==> src/rtl/vend_pkg.sv <==
// Shared vending datapath types: dispenser states, coin kinds, coin values.
package vend_pkg;

    typedef enum logic [2:0] {
        IDLE,
        PULSE,
        WAIT_SENSE,
        GAP,
        DONE,
        FAULT
    } disp_state_t;

    typedef enum logic {
        COIN_NICKEL,
        COIN_DIME
    } coin_t;

    localparam int NICKEL_CENTS = 5;
    localparam int DIME_CENTS   = 10;

    function automatic int max3(input int a, input int b, input int c);
        int m;
        m = (a > b) ? a : b;
        return (m > c) ? m : c;
    endfunction

endpackage

==> src/rtl/dispense_timer.sv <==
// Loadable down-counter shared by the dispenser's pulse, gap and timeout phases.
module dispense_timer #(
    parameter int W = 8
) (
    input  logic         clk,
    input  logic         reset,
    input  logic         clr,
    input  logic         load,
    input  logic [W-1:0] load_val,
    output logic         zero
);

    logic [W-1:0] cnt;

    // load beats clr so a state entry from a cleared state still arms the timer
    always_ff @(posedge clk or posedge reset) begin
        if (reset)
            cnt <= '0;
        else if (load)
            cnt <= load_val;
        else if (clr)
            cnt <= '0;
        else if (cnt != '0)
            cnt <= cnt - W'(1);
    end

    assign zero = (cnt == '0);

endmodule

==> src/rtl/change_dispenser.sv <==
// Coin payout sequencer: dimes first, then nickels, one sensed coin at a time.
// Optional sensor timeout fault enabled by defining DISPENSE_TIMEOUT_EN.
module change_dispenser
    import vend_pkg::*;
#(
    parameter int CNT_W          = 4,
    parameter int PULSE_CYCLES   = 4,
    parameter int GAP_CYCLES     = 2,
    parameter int TIMEOUT_CYCLES = 255
) (
    input  logic             clk,
    input  logic             reset,
    input  logic             start,
    input  logic [CNT_W-1:0] nickel_cnt,
    input  logic [CNT_W-1:0] dime_cnt,
    input  logic             coin_sense,
    input  logic             fault_clr,
    output logic             nickel_sol,
    output logic             dime_sol,
    output logic             busy,
    output logic             done,
    output logic             fault,
    output logic [CNT_W-1:0] nickels_left,
    output logic [CNT_W-1:0] dimes_left
);

    localparam int TMAX = max3(PULSE_CYCLES, GAP_CYCLES, TIMEOUT_CYCLES);
    localparam int TW   = $clog2(TMAX + 1);

    disp_state_t      state, state_next;
    coin_t            coin;
    logic             t_clr, t_load, t_zero;
    logic [TW-1:0]    t_val;
    logic [CNT_W-1:0] entry_dimes;
    logic             any_left;

    assign any_left    = (nickels_left != '0) || (dimes_left != '0);
    assign entry_dimes = (state == IDLE) ? dime_cnt : dimes_left;

    always_ff @(posedge clk or posedge reset) begin
        if (reset)
            state <= IDLE;
        else
            state <= state_next;
    end

    always_comb begin
        state_next = state;
        t_clr      = 1'b0;
        t_load     = 1'b0;
        t_val      = '0;
        unique case (state)
            IDLE: begin
                t_clr = 1'b1;
                if (start)
                    state_next = ((nickel_cnt == '0) && (dime_cnt == '0)) ? DONE : PULSE;
            end
            PULSE: begin
                if (t_zero)
                    state_next = WAIT_SENSE;
            end
            WAIT_SENSE: begin
                if (coin_sense)
                    state_next = GAP;
`ifdef DISPENSE_TIMEOUT_EN
                else if (t_zero)
                    state_next = FAULT;
`endif
            end
            GAP: begin
                if (t_zero)
                    state_next = any_left ? PULSE : DONE;
            end
            DONE: begin
                t_clr      = 1'b1;
                state_next = IDLE;
            end
            FAULT: begin
                t_clr = 1'b1;
`ifdef DISPENSE_TIMEOUT_EN
                if (fault_clr)
                    state_next = IDLE;
`else
                state_next = IDLE;
`endif
            end
            default: state_next = IDLE;
        endcase
        // every state entry re-arms the shared timer for the new phase
        if (state_next != state) begin
            t_load = 1'b1;
            unique case (state_next)
                PULSE:      t_val = TW'(PULSE_CYCLES - 1);
                WAIT_SENSE: t_val = TW'(TIMEOUT_CYCLES - 1);
                GAP:        t_val = TW'(GAP_CYCLES - 1);
                default:    t_val = '0;
            endcase
        end
    end

    dispense_timer #(
        .W(TW)
    ) u_timer (
        .clk      (clk),
        .reset    (reset),
        .clr      (t_clr),
        .load     (t_load),
        .load_val (t_val),
        .zero     (t_zero)
    );

    always_ff @(posedge clk or posedge reset) begin
        if (reset) begin
            nickels_left <= '0;
            dimes_left   <= '0;
            coin         <= COIN_NICKEL;
        end else begin
            if (state == IDLE && start) begin
                nickels_left <= nickel_cnt;
                dimes_left   <= dime_cnt;
            end else if (state == WAIT_SENSE && coin_sense) begin
                if (coin == COIN_DIME) begin
                    if (dimes_left != '0)
                        dimes_left <= dimes_left - CNT_W'(1);
                end else if (nickels_left != '0) begin
                    nickels_left <= nickels_left - CNT_W'(1);
                end
            end
`ifdef DISPENSE_TIMEOUT_EN
            else if (state == FAULT && fault_clr) begin
                nickels_left <= '0;
                dimes_left   <= '0;
            end
`endif
            if (state != PULSE && state_next == PULSE)
                coin <= (entry_dimes != '0) ? COIN_DIME : COIN_NICKEL;
        end
    end

    assign dime_sol   = (state == PULSE) && (coin == COIN_DIME);
    assign nickel_sol = (state == PULSE) && (coin == COIN_NICKEL);
    assign busy       = (state == PULSE) || (state == WAIT_SENSE) || (state == GAP);
    assign done       = (state == DONE);

`ifdef DISPENSE_TIMEOUT_EN
    assign fault = (state == FAULT);
`else
    logic unused_fault_clr;
    assign unused_fault_clr = fault_clr;
    assign fault = 1'b0;
`endif

endmodule

==> config.mk <==
export PLATFORM = sky130hd
export DESIGN_NAME = change_dispenser
export DESIGN_NICKNAME = d
export VERILOG_FILES = /design/src/rtl/vend_pkg.sv /design/src/rtl/dispense_timer.sv /design/src/rtl/change_dispenser.sv
export SDC_FILE = /design/constraint.sdc
export NUM_CORES = 1
export LEC_CHECK = 0
export CAP_MARGIN = 20
export CORE_ASPECT_RATIO = 1.25
export CORE_MARGIN = 2
export CORE_UTILIZATION = 35
export CTS_BUF_LIST = sky130_fd_sc_hd__clkbuf_4 sky130_fd_sc_hd__clkbuf_8
export CTS_CLUSTER_DIAMETER = 30
export CTS_CLUSTER_SIZE = 30
export DETAILED_ROUTE_END_ITERATION = 7
export HOLD_SLACK_MARGIN = 0.08
export PLACE_DENSITY = 0.58
export SLEW_MARGIN = 20
export SYNTH_ARGS = -nofsm -noshare
export SYNTH_HDL_FRONTEND = slang
export SYNTH_HIERARCHICAL = 1
export SYNTH_SLANG_ARGS = --single-unit
==> constraint.sdc <==
create_clock -name clk -period 8.5 [get_ports clk]
set_input_delay 0.85 -clock clk [delete_from_list [all_inputs] [get_ports clk]]
set_output_delay 0.85 -clock clk [all_outputs]
set_load 0.05 [all_outputs]
==> results.json, run 1 <==
{
  "track_usage_pct": 15.2,
  "crit_chain": "inv_1, ha_1, or4b_4, nor2_1, or3b_2, a21oi_1, o31a_1, or3_1, nor2_1, o21ai_1, o31ai_1",
  "outcome": "complete, no violations",
  "layout.nets": 195,
  "maxSlewViolCount": 0,
  "vias_per_cell": 5.43,
  "crit_family": "simple AND/OR/NAND/NOR gates",
  "relSlewSlack_pct": 53.5,
  "cts_hold_buf": 0,
  "drtIter0Drc": 39,
  "crit_top_cell": "nor2_1",
  "rsz0062_at_grt": "false",
  "setup_viol": 0,
  "hpwl_um": 2480,
  "dp_slack_ns": 4.73,
  "yosysUniqueCellTypes": 51,
  "pwr-share-seq_pct": 26.8,
  "grt_pass1_vias": 1196,
  "min_period_ns": 3.63,
  "p_comb_share_pct": 59.8,
  "core_um2": 3820,
  "final_core_util_pct": 45.3,
  "clock_skew_ns": 0.0105,
  "async_reset_ff_share_pct": 100,
  "diodes": 0,
  "maxCapViolations": 0,
  "row_count": 25,
  "powerDensity_nw_per_um2": 412,
  "overflow": 0,
  "leakagePower_nw": 0.716,
  "holdCritPathClass": "reg -> reg",
  "p_sw_uw": 347,
  "p_sw_share_pct": 48.6,
  "critPathRequiredTime_ns": 8.66,
  "path_max_fanout": 11,
  "syn2layout_area_growth_pct": 23.5,
  "num_vias": 1249,
  "crit_path_end_kind": "flip-flop",
  "clkTransAtPathRegs_ns": 0.08,
  "synth_enable_flop_cells": 0,
  "die_x_um": 60.6,
  "ir_worst_vdd_mv": 0.180,
  "drtAntennaViolNets": 0,
  "design.die.area_um2": 4530,
  "synth_area_leaders": "dfrtp_1 36%, ha_1 4.5%, inv_1 3.8%, nand2_1 2.9%, nor2_1 2.9%",
  "start_util_pct": 36.7,
  "yosysWarnings": 6,
  "grt_pass1_wl_um": 5280,
  "slowest_stage": "or4b_4",
  "critPathBufInv": 1,
  "postCtsSetupRepairBufs": 0,
  "cts_root_buf": "clkbuf_8",
  "drc_errors": 0,
  "max_stage_delay_ns": 0.50,
  "grt_max_degree": 15,
  "layout.cells.non_filler": 230,
  "synthTopCellsByCount": "20 x dfrtp_1, 14 x inv_1, 11 x nand2_1, 11 x nor2_1, 8 x o21ai_0",
  "cts_tree": "done",
  "numCtsBuffers": 3,
  "synth_top_area_share_pct": 35.7,
  "fp.dieH_um": 74.7,
  "seq_area_frac_synth_pct": 35.7,
  "clkPwrFrac_pct": 13.3,
  "synth.avg_cell_area_um2": 8.87,
  "io_buffer_count": 23,
  "netlist_area_um2": 1400,
  "place.gp.congestion": 0.819,
  "fin_crit_sh_pct": 42.7,
  "internal_power_uw": 366,
  "drive_gt1_share_pct": 7.95,
  "htree_levels": 1,
  "tightest_slew_ns": 0.696,
  "dp_cells": 226,
  "wire_per_inst_um": 14.0,
  "synth_seq_cells": 20,
  "netlist_instances": 158,
  "fmax_mhz": 275,
  "synth_most_common_cell": "dfrtp_1",
  "hold_viol": 0,
  "firstDrtPassIters": 4,
  "yosysTopAreaCell": "dfrtp_1",
  "clockBufferDepth": 2,
  "setup_slack_ns": 4.87,
  "clock_latency_ns": 0.26,
  "critical_path_class": "reg -> reg",
  "synth-main-ff-cell": "dfrtp_1",
  "tns_ns": 0,
  "post_cts_resize_count": 0,
  "antenna_found_initial": 0,
  "crit_arrival_ns": 3.79,
  "clkSinkCount": 20,
  "power_uw": 713,
  "worst_setup_path_start_kind": "flip-flop",
  "n_fill_cell": 396,
  "wl_um": 3210,
  "synthesis.nets": 176,
  "io_pins": 26
}
-- logic make-up after synthesis --
group,count (synthesis),synth area share (%)
AO/OA/AOI/OAI,40,21.2
XOR/XNOR,2,1.25
adder cells (fa/ha/maj),5,4.46
buffers and inverters,23,6.61
flip-flops,20,35.7
multiplexers,3,2.50
other,1,0.268
AND/OR/NAND/NOR,64,28.0
-- per-stage QoR --
stage / cell area [um2] / hold slack, ns
floorplan: 1400 / 0.493
global placement: 1660 / 0.538
detailed placement: 1660 / 0.544
CTS: 1730 / 0.555
global route: 1730 / 0.592
finish: 1730 / 0.562
-- placed cells by master, fill, tap and decap left out, drive strengths merged, types with 11 or more instances in the layout --
cell type and count:
nand2 11, dfrtp 20, o21ai 11, nor2 11
clkdlybuf4s50 23, inv 14
-- worst register-to-register path: stages (launching register included) --
cell and delay, ns:
dfrtp_1 0.44, inv_1 0.10, ha_1 0.15, or4b_4 0.50
nor2_1 0.37, or3b_2 0.20, a21oi_1 0.09, o31a_1 0.25
or3_1 0.48, nor2_1 0.42, o21ai_1 0.26, o31ai_1 0.27
-- registers in the layout, indices dropped and copies added, names as in the netlist --
signal,flops
coin,1
nickels_left,4
dimes_left,4
u_timer/cnt,8
state,3
-- layer usage --
metal  up-vias  GRT usage [%]  wire, um
met3         4           2.75       150
met4         0           4.59        38
met5         -              0         0
met2        26           27.7      1610
li1        615              -         -
met1       604           17.7      1410
-- power groups by stage --
stage	Sequential [mW]	Combinational, mW	Clock [mW]
3_5_place_dp	0.192	0.430	0
4_1_cts	0.190	0.430	0.0988
5_1_grt	0.198	0.469	0.102
2_1_floorplan	0.230	0.279	0
3_3_place_gp	0.190	0.419	0
6_report	0.191	0.427	0.0951
-- area by class of cell --
class | instances | area, um2 | area share (%)
clock buffers | 3 | 41.3 | 2.39
clock inverters | 1 | 30.0 | 1.74
inverters | 14 | 52.6 | 3.04
multi-input cells | 115 | 808 | 46.7
flip-flops and latches | 20 | 500 | 28.9
well taps | 54 | 67.6 | 3.90
repair buffers | 23 | 230 | 13.3
-- final timing paths --
check,from,end,slack (ns),depth (start not counted)
worst max-delay path,u_timer/cnt[0],u_timer/cnt[3],4.87,11
worst min-delay path,u_timer/cnt[3],u_timer/cnt[3],0.56,1
worst max register to register,u_timer/cnt[0],u_timer/cnt[3],4.87,11
worst min register to register,u_timer/cnt[3],u_timer/cnt[3],0.56,1
max in group asynchronous,reset,dimes_left[2],7.21,2
min in group asynchronous,reset,u_timer/cnt[7],0.86,2
No activity file was read; power rests on OpenSTA's default activity.
==> run 2, diff against run 1 <==
==> constraint.sdc (replaced) <==
create_clock -name clk -period 3.6 [get_ports clk]
set_input_delay 0.36 -clock clk [delete_from_list [all_inputs] [get_ports clk]]
set_output_delay 0.36 -clock clk [all_outputs]
set_load 0.05 [all_outputs]
==> run 2 against run 1 <==
  * Sequential cell count unchanged
  * Global-route usage increased by 0.61 points
  * Combinational power increased by 150%
  * Die area unchanged
  * Non-clock buffer count increased by 3
  * Largest cell class unchanged
==> results.json, run 2 (synthesis results as in run 1) <==
{
  "drtAntennaViolNets": 0,
  "tns_ns": 0,
  "slowest_stage": "or4_1",
  "overflow": 0,
  "io_buffer_count": 23,
  "final_cell_area_um2": 1720,
  "num_vias": 1286,
  "fin_crit_sh_pct": 88.3,
  "drive_gt1_share_pct": 8.99,
  "p_sw_share_pct": 50.5,
  "ir_worst_vdd_mv": 0.502,
  "crit_family": "simple AND/OR/NAND/NOR gates",
  "pwr-share-seq_pct": 27.4,
  "worst_setup_path_start_kind": "flip-flop",
  "maxCapViolations": 0,
  "grt_pass1_wl_um": 5520,
  "post_cts_resize_count": 0,
  "hold_viol": 0,
  "power_mw": 1.65,
  "place.gp.congestion": 0.800,
  "hpwl_um": 2590,
  "design.die.area_um2": 4530,
  "vias_per_cell": 5.54,
  "use_met3_pct": 2.41,
  "crit_arrival_ns": 3.34,
  "worst-path-stages": 10,
  "cts_hold_buf": 0,
  "htree_levels": 1,
  "rr_worst_depth": 10,
  "core_um2": 3820,
  "cts_root_buf": "clkbuf_8",
  "tightest_slew_ns": 0.588,
  "path_max_fanout": 11,
  "start_util_pct": 36.7,
  "maxSlewViolCount": 0,
  "firstDrtPassIters": 4,
  "critPathRequiredTime_ns": 3.76,
  "postCtsSetupRepairBufs": 0,
  "clockBufferDepth": 2,
  "crit_path_end_kind": "flip-flop",
  "die_x_um": 60.6,
  "internal_power_uw": 816,
  "use_met2_pct": 27.8,
  "syn2layout_area_growth_pct": 22.9,
  "clkPwrFrac_pct": 9.0,
  "cts_tree": "done",
  "p_sw_uw": 834,
  "diodes": 0,
  "crit_chain": "inv_1, ha_1, or4b_4, nor2_1, or3b_2, a21oi_1, o31a_1, or3_1, or4_1, o311ai_1",
  "layout.nets": 198,
  "drc_errors": 0,
  "clock_latency_ns": 0.26,
  "track_usage_pct": 15.8,
  "rsz0062_at_grt": "false",
  "dp_slack_ns": 0.410,
  "busiest_layer": "met2",
  "wire_per_inst_um": 14.5,
  "leakagePower_nw": 0.718,
  "largest_register": "u_timer/cnt",
  "grt_pass1_vias": 1253,
  "io_pins": 26,
  "final_cell_mix": "23 x clkdlybuf4s50_1, 20 x dfrtp_1, 14 x inv_1",
  "wl_um": 3370,
  "grt_use_met1_pct": 19.0,
  "critical_path_class": "reg -> reg",
  "drtIter0Drc": 52,
  "critPathBufInv": 1,
  "mostFrequentLayoutCell": "clkdlybuf4s50_1",
  "relSlewSlack_pct": 60.3,
  "post_dp_cell_area_um2": 1680,
  "clkTransAtPathRegs_ns": 0.07,
  "powerDensity_nw_per_um2": 958,
  "min_period_ns": 3.18,
  "clock_skew_ns": 0.000952,
  "fmax_mhz": 314,
  "row_count": 25,
  "largest_reg_flops": 8,
  "holdCritPathClass": "in -> async",
  "clkSinkCount": 20,
  "max_stage_delay_ns": 0.52,
  "top_regs": "u_timer/cnt: 8 flops, dimes_left: 4 flops, nickels_left: 4 flops",
  "setup_viol": 0,
  "grt_max_degree": 15,
  "outcome": "complete, no violations",
  "numCtsBuffers": 3,
  "antenna_found_initial": 0,
  "setup_slack_ns": 0.419,
  "p_comb_share_pct": 63.6,
  "fp.dieH_um": 74.7
}
[run 2: cell count changes in the layout (fill, tap and decap cells not counted), sizes merged]
cell	previous run	this run
bufinv	1	0
buf	0	3
[run 2: final cells by class]
type                            instances  area, um2
Tap cell                               54       67.6
Timing Repair Buffer                   26        253
Fill cell                             399       2090
Multi-Input combinational cell        115        808
Inverter                               14       52.6
Sequential cell                        20        500
Clock buffer                            3       41.3
[run 2: worst paths after layout]
path / from / endpoint / slack, ns
worst max register to register: u_timer/cnt[0] / u_timer/cnt[7] / 0.42
max in group asynchronous: reset / nickels_left[2] / 2.82
worst min register to register: u_timer/cnt[3] / u_timer/cnt[3] / 0.55
worst min-delay path: reset / u_timer/cnt[3] / 0.38
worst max-delay path: u_timer/cnt[0] / u_timer/cnt[7] / 0.42
min in group clk: u_timer/cnt[3] / u_timer/cnt[3] / 0.55
[run 2: layer usage]
metal  share of wire (%)  up-vias
met5                   0        -
met3                 3.1        6
met1                  45      628
li1                    -      626
met4                 1.5        0
met2                  51       26
[run 2: metrics by stage]
step	hold WS (ns)	utilization [%]	instances
floorplan	0.176	-	158
global placement	0.537	44.1	229
global route	0.414	45.1	232
detailed placement	0.533	44.1	229
CTS	0.385	45.1	232
finish	0.375	45.1	232
[run 2: power by group through the flow]
| stage | registers (mW) | logic (mW) | clock network, mW |
|---|---|---|---|
| final | 0.451 | 1.05 | 0.149 |
| after global routing | 0.469 | 1.15 | 0.166 |
| after CTS | 0.450 | 1.06 | 0.155 |
| after detailed placement | 0.454 | 1.05 | 0 |
| after global placement | 0.449 | 1.02 | 0 |
| after floorplan | 0.542 | 0.658 | 0 |
==> run 3, diff against run 2 <==
--- a/config.mk
+++ b/config.mk
@@ -10,11 +10,11 @@
 export CORE_MARGIN = 2
 export CORE_UTILIZATION = 35
 export CTS_BUF_LIST = sky130_fd_sc_hd__clkbuf_4 sky130_fd_sc_hd__clkbuf_8
-export CTS_CLUSTER_DIAMETER = 30
 export CTS_CLUSTER_SIZE = 30
 export DETAILED_ROUTE_END_ITERATION = 7
 export HOLD_SLACK_MARGIN = 0.08
 export PLACE_DENSITY = 0.58
+export RECOVER_POWER = 50
 export SLEW_MARGIN = 20
 export SYNTH_ARGS = -nofsm -noshare
 export SYNTH_HDL_FRONTEND = slang
==> run 3 against run 2 <==
  * Die area stayed put
  * Wire length fell by 0.24%
  * Combinational power about the same
  * First-iteration DRC count decreased by 21%
  * Sequential power barely moved
  * Sequential share of layout area unchanged
  * Critical path type unchanged
  * Largest cell class unchanged
  * Largest power group unchanged
  * Highest routed layer unchanged
==> results.json, run 3 (synthesis results as in run 1) <==
{
  "top_regs": "u_timer/cnt: 8 flops, dimes_left: 4 flops, nickels_left: 4 flops",
  "powerDensity_nw_per_um2": 954,
  "post_cts_resize_count": 0,
  "crit_path_end_kind": "flip-flop",
  "wl_met3_um": 100,
  "wl_um": 3360,
  "p_sw_uw": 834,
  "holdCritPathClass": "in -> async",
  "hold_viol": 0,
  "antenna_found_initial": 0,
  "layout.nets": 198,
  "fmax_mhz": 314,
  "setup_slack_ns": 0.419,
  "num_vias": 1282,
  "clockBufferDepth": 2,
  "largest_register": "u_timer/cnt",
  "grt_pass1_vias": 1253,
  "n_fill_cell": 399,
  "setup_viol": 0,
  "clkTransAtPathRegs_ns": 0.08,
  "io_buffer_count": 23,
  "postCtsSetupRepairBufs": 0,
  "cts_root_buf": "clkbuf_8",
  "track_usage_pct": 15.8,
  "critical_path_class": "reg -> reg",
  "ir_worst_vdd_mv": 0.501,
  "firstDrtPassIters": 4,
  "cts_hold_buf": 0,
  "rsz0062_at_grt": "false",
  "grt_max_degree": 15,
  "fp.dieH_um": 74.7,
  "p_sw_share_pct": 50.7,
  "design.die.area_um2": 4530,
  "final_cell_mix": "20 x dfrtp_1, 19 x clkdlybuf4s50_1, 14 x inv_1",
  "hpwl_um": 2590,
  "route.met2.wl_um": 1700,
  "path_max_fanout": 11,
  "dp_slack_ns": 0.410,
  "row_count": 25,
  "fin_crit_sh_pct": 88.4,
  "min_period_ns": 3.18,
  "overflow": 0,
  "diodes": 0,
  "drc_errors": 0,
  "hold_slack_ns": 0.506,
  "p_comb_share_pct": 63.5,
  "place.gp.congestion": 0.800,
  "drtAntennaViolNets": 0,
  "maxSlewViolCount": 0,
  "htree_levels": 1,
  "pwr-share-seq_pct": 27.4,
  "internal_power_uw": 810,
  "clkPwrFrac_pct": 9.1,
  "syn2layout_area_growth_pct": 22.9,
  "relSlewSlack_pct": 59.9,
  "outcome": "complete, no violations",
  "tightest_slew_ns": 0.593,
  "m1WireLength_um": 1510,
  "largest_reg_flops": 8,
  "drtIter0Drc": 41,
  "worst_setup_path_start_kind": "flip-flop",
  "die_x_um": 60.6,
  "drive_gt1_share_pct": 8.43,
  "maxCapViolations": 0,
  "r2r_slack_ns": 0.42,
  "rr_worst_depth": 10,
  "cts_tree": "done",
  "core_um2": 3820,
  "leakagePower_nw": 0.722,
  "tns_ns": 0,
  "start_util_pct": 36.7,
  "crit_arrival_ns": 3.34,
  "clock_skew_ns": 0.00252,
  "numCtsBuffers": 3,
  "io_pins": 26,
  "clock_latency_ns": 0.26,
  "clkSinkCount": 20,
  "timing.rr.end": "u_timer/cnt[7]",
  "vias_per_cell": 5.53,
  "grt_pass1_wl_um": 5520,
  "critPathRequiredTime_ns": 3.76,
  "rr_startpoint": "u_timer/cnt[0]",
  "wire_per_inst_um": 14.5,
  "dr.max_layer_used": "met4",
  "mostFrequentLayoutCell": "dfrtp_1"
}
==> run 3: changes by cell type in the layout (fill, tap and decap cells not counted) <==
cell / delta
dlygate4sd3_1: +4
clkdlybuf4s50_1: -4
and4bb_2: -1
and4bb_1: +1
==> run 3: how the worst max path moves through the flow <==
stage / slack (ns) / startpoint / to / cells past startpoint
floorplan: 0.52 / u_timer/cnt[0] / u_timer/cnt[3] / 12
global placement: 0.54 / u_timer/cnt[0] / u_timer/cnt[7] / 10
detailed placement: 0.41 / u_timer/cnt[0] / u_timer/cnt[7] / 10
CTS: 0.42 / u_timer/cnt[0] / u_timer/cnt[7] / 10
global route: 0.23 / u_timer/cnt[0] / u_timer/cnt[7] / 10
finish: 0.42 / u_timer/cnt[0] / u_timer/cnt[7] / 10
==> run 3: area by class of cell <==
class | count | area (um2) | area share, %
inverters | 14 | 52.6 | 3.05
clock buffers | 3 | 41.3 | 2.40
flip-flops and latches | 20 | 500 | 29.0
repair buffers | 26 | 253 | 14.7
multi-input cells | 115 | 808 | 46.9
well taps | 54 | 67.6 | 3.92
==> run 3: power by group through the flow <==
stage / clock [mW] / combinational (mW) / sequential, mW
CTS: 0.155 / 1.06 / 0.450
global placement: 0 / 1.02 / 0.449
finish: 0.150 / 1.04 / 0.450
floorplan: 0 / 0.658 / 0.542
detailed placement: 0 / 1.05 / 0.454
global route: 0.166 / 1.14 / 0.468
==> run 3: stage by stage <==
stage / cell area (um2) / instances / total power, mW / util [%]
6_report: 1720 / 232 / 1.64 / 45.1
3_5_place_dp: 1680 / 229 / 1.51 / 44.1
3_3_place_gp: 1680 / 229 / 1.47 / 44.1
2_1_floorplan: 1400 / 158 / 1.20 / -
5_1_grt: 1720 / 232 / 1.77 / 45.1
4_1_cts: 1720 / 232 / 1.66 / 45.1
==> run 3: routing by layer <==
layer / up-vias / GRT usage [%]
li1: 620 / -
met1: 630 / 19.0
met2: 26 / 27.8
met3: 6 / 2.41
met4: 0 / 6.04
met5: - / 0
==> run 3: critical path, stage by stage, from the launching register on <==
cell and delay [ns]:
dfrtp_1 0.43, inv_1 0.10, ha_1 0.15, or4b_4 0.50, nor2_1 0.14, or3b_2 0.14, a21oi_1 0.10, o31a_1 0.25
or3_1 0.49, or4_1 0.53, o311ai_1 0.25
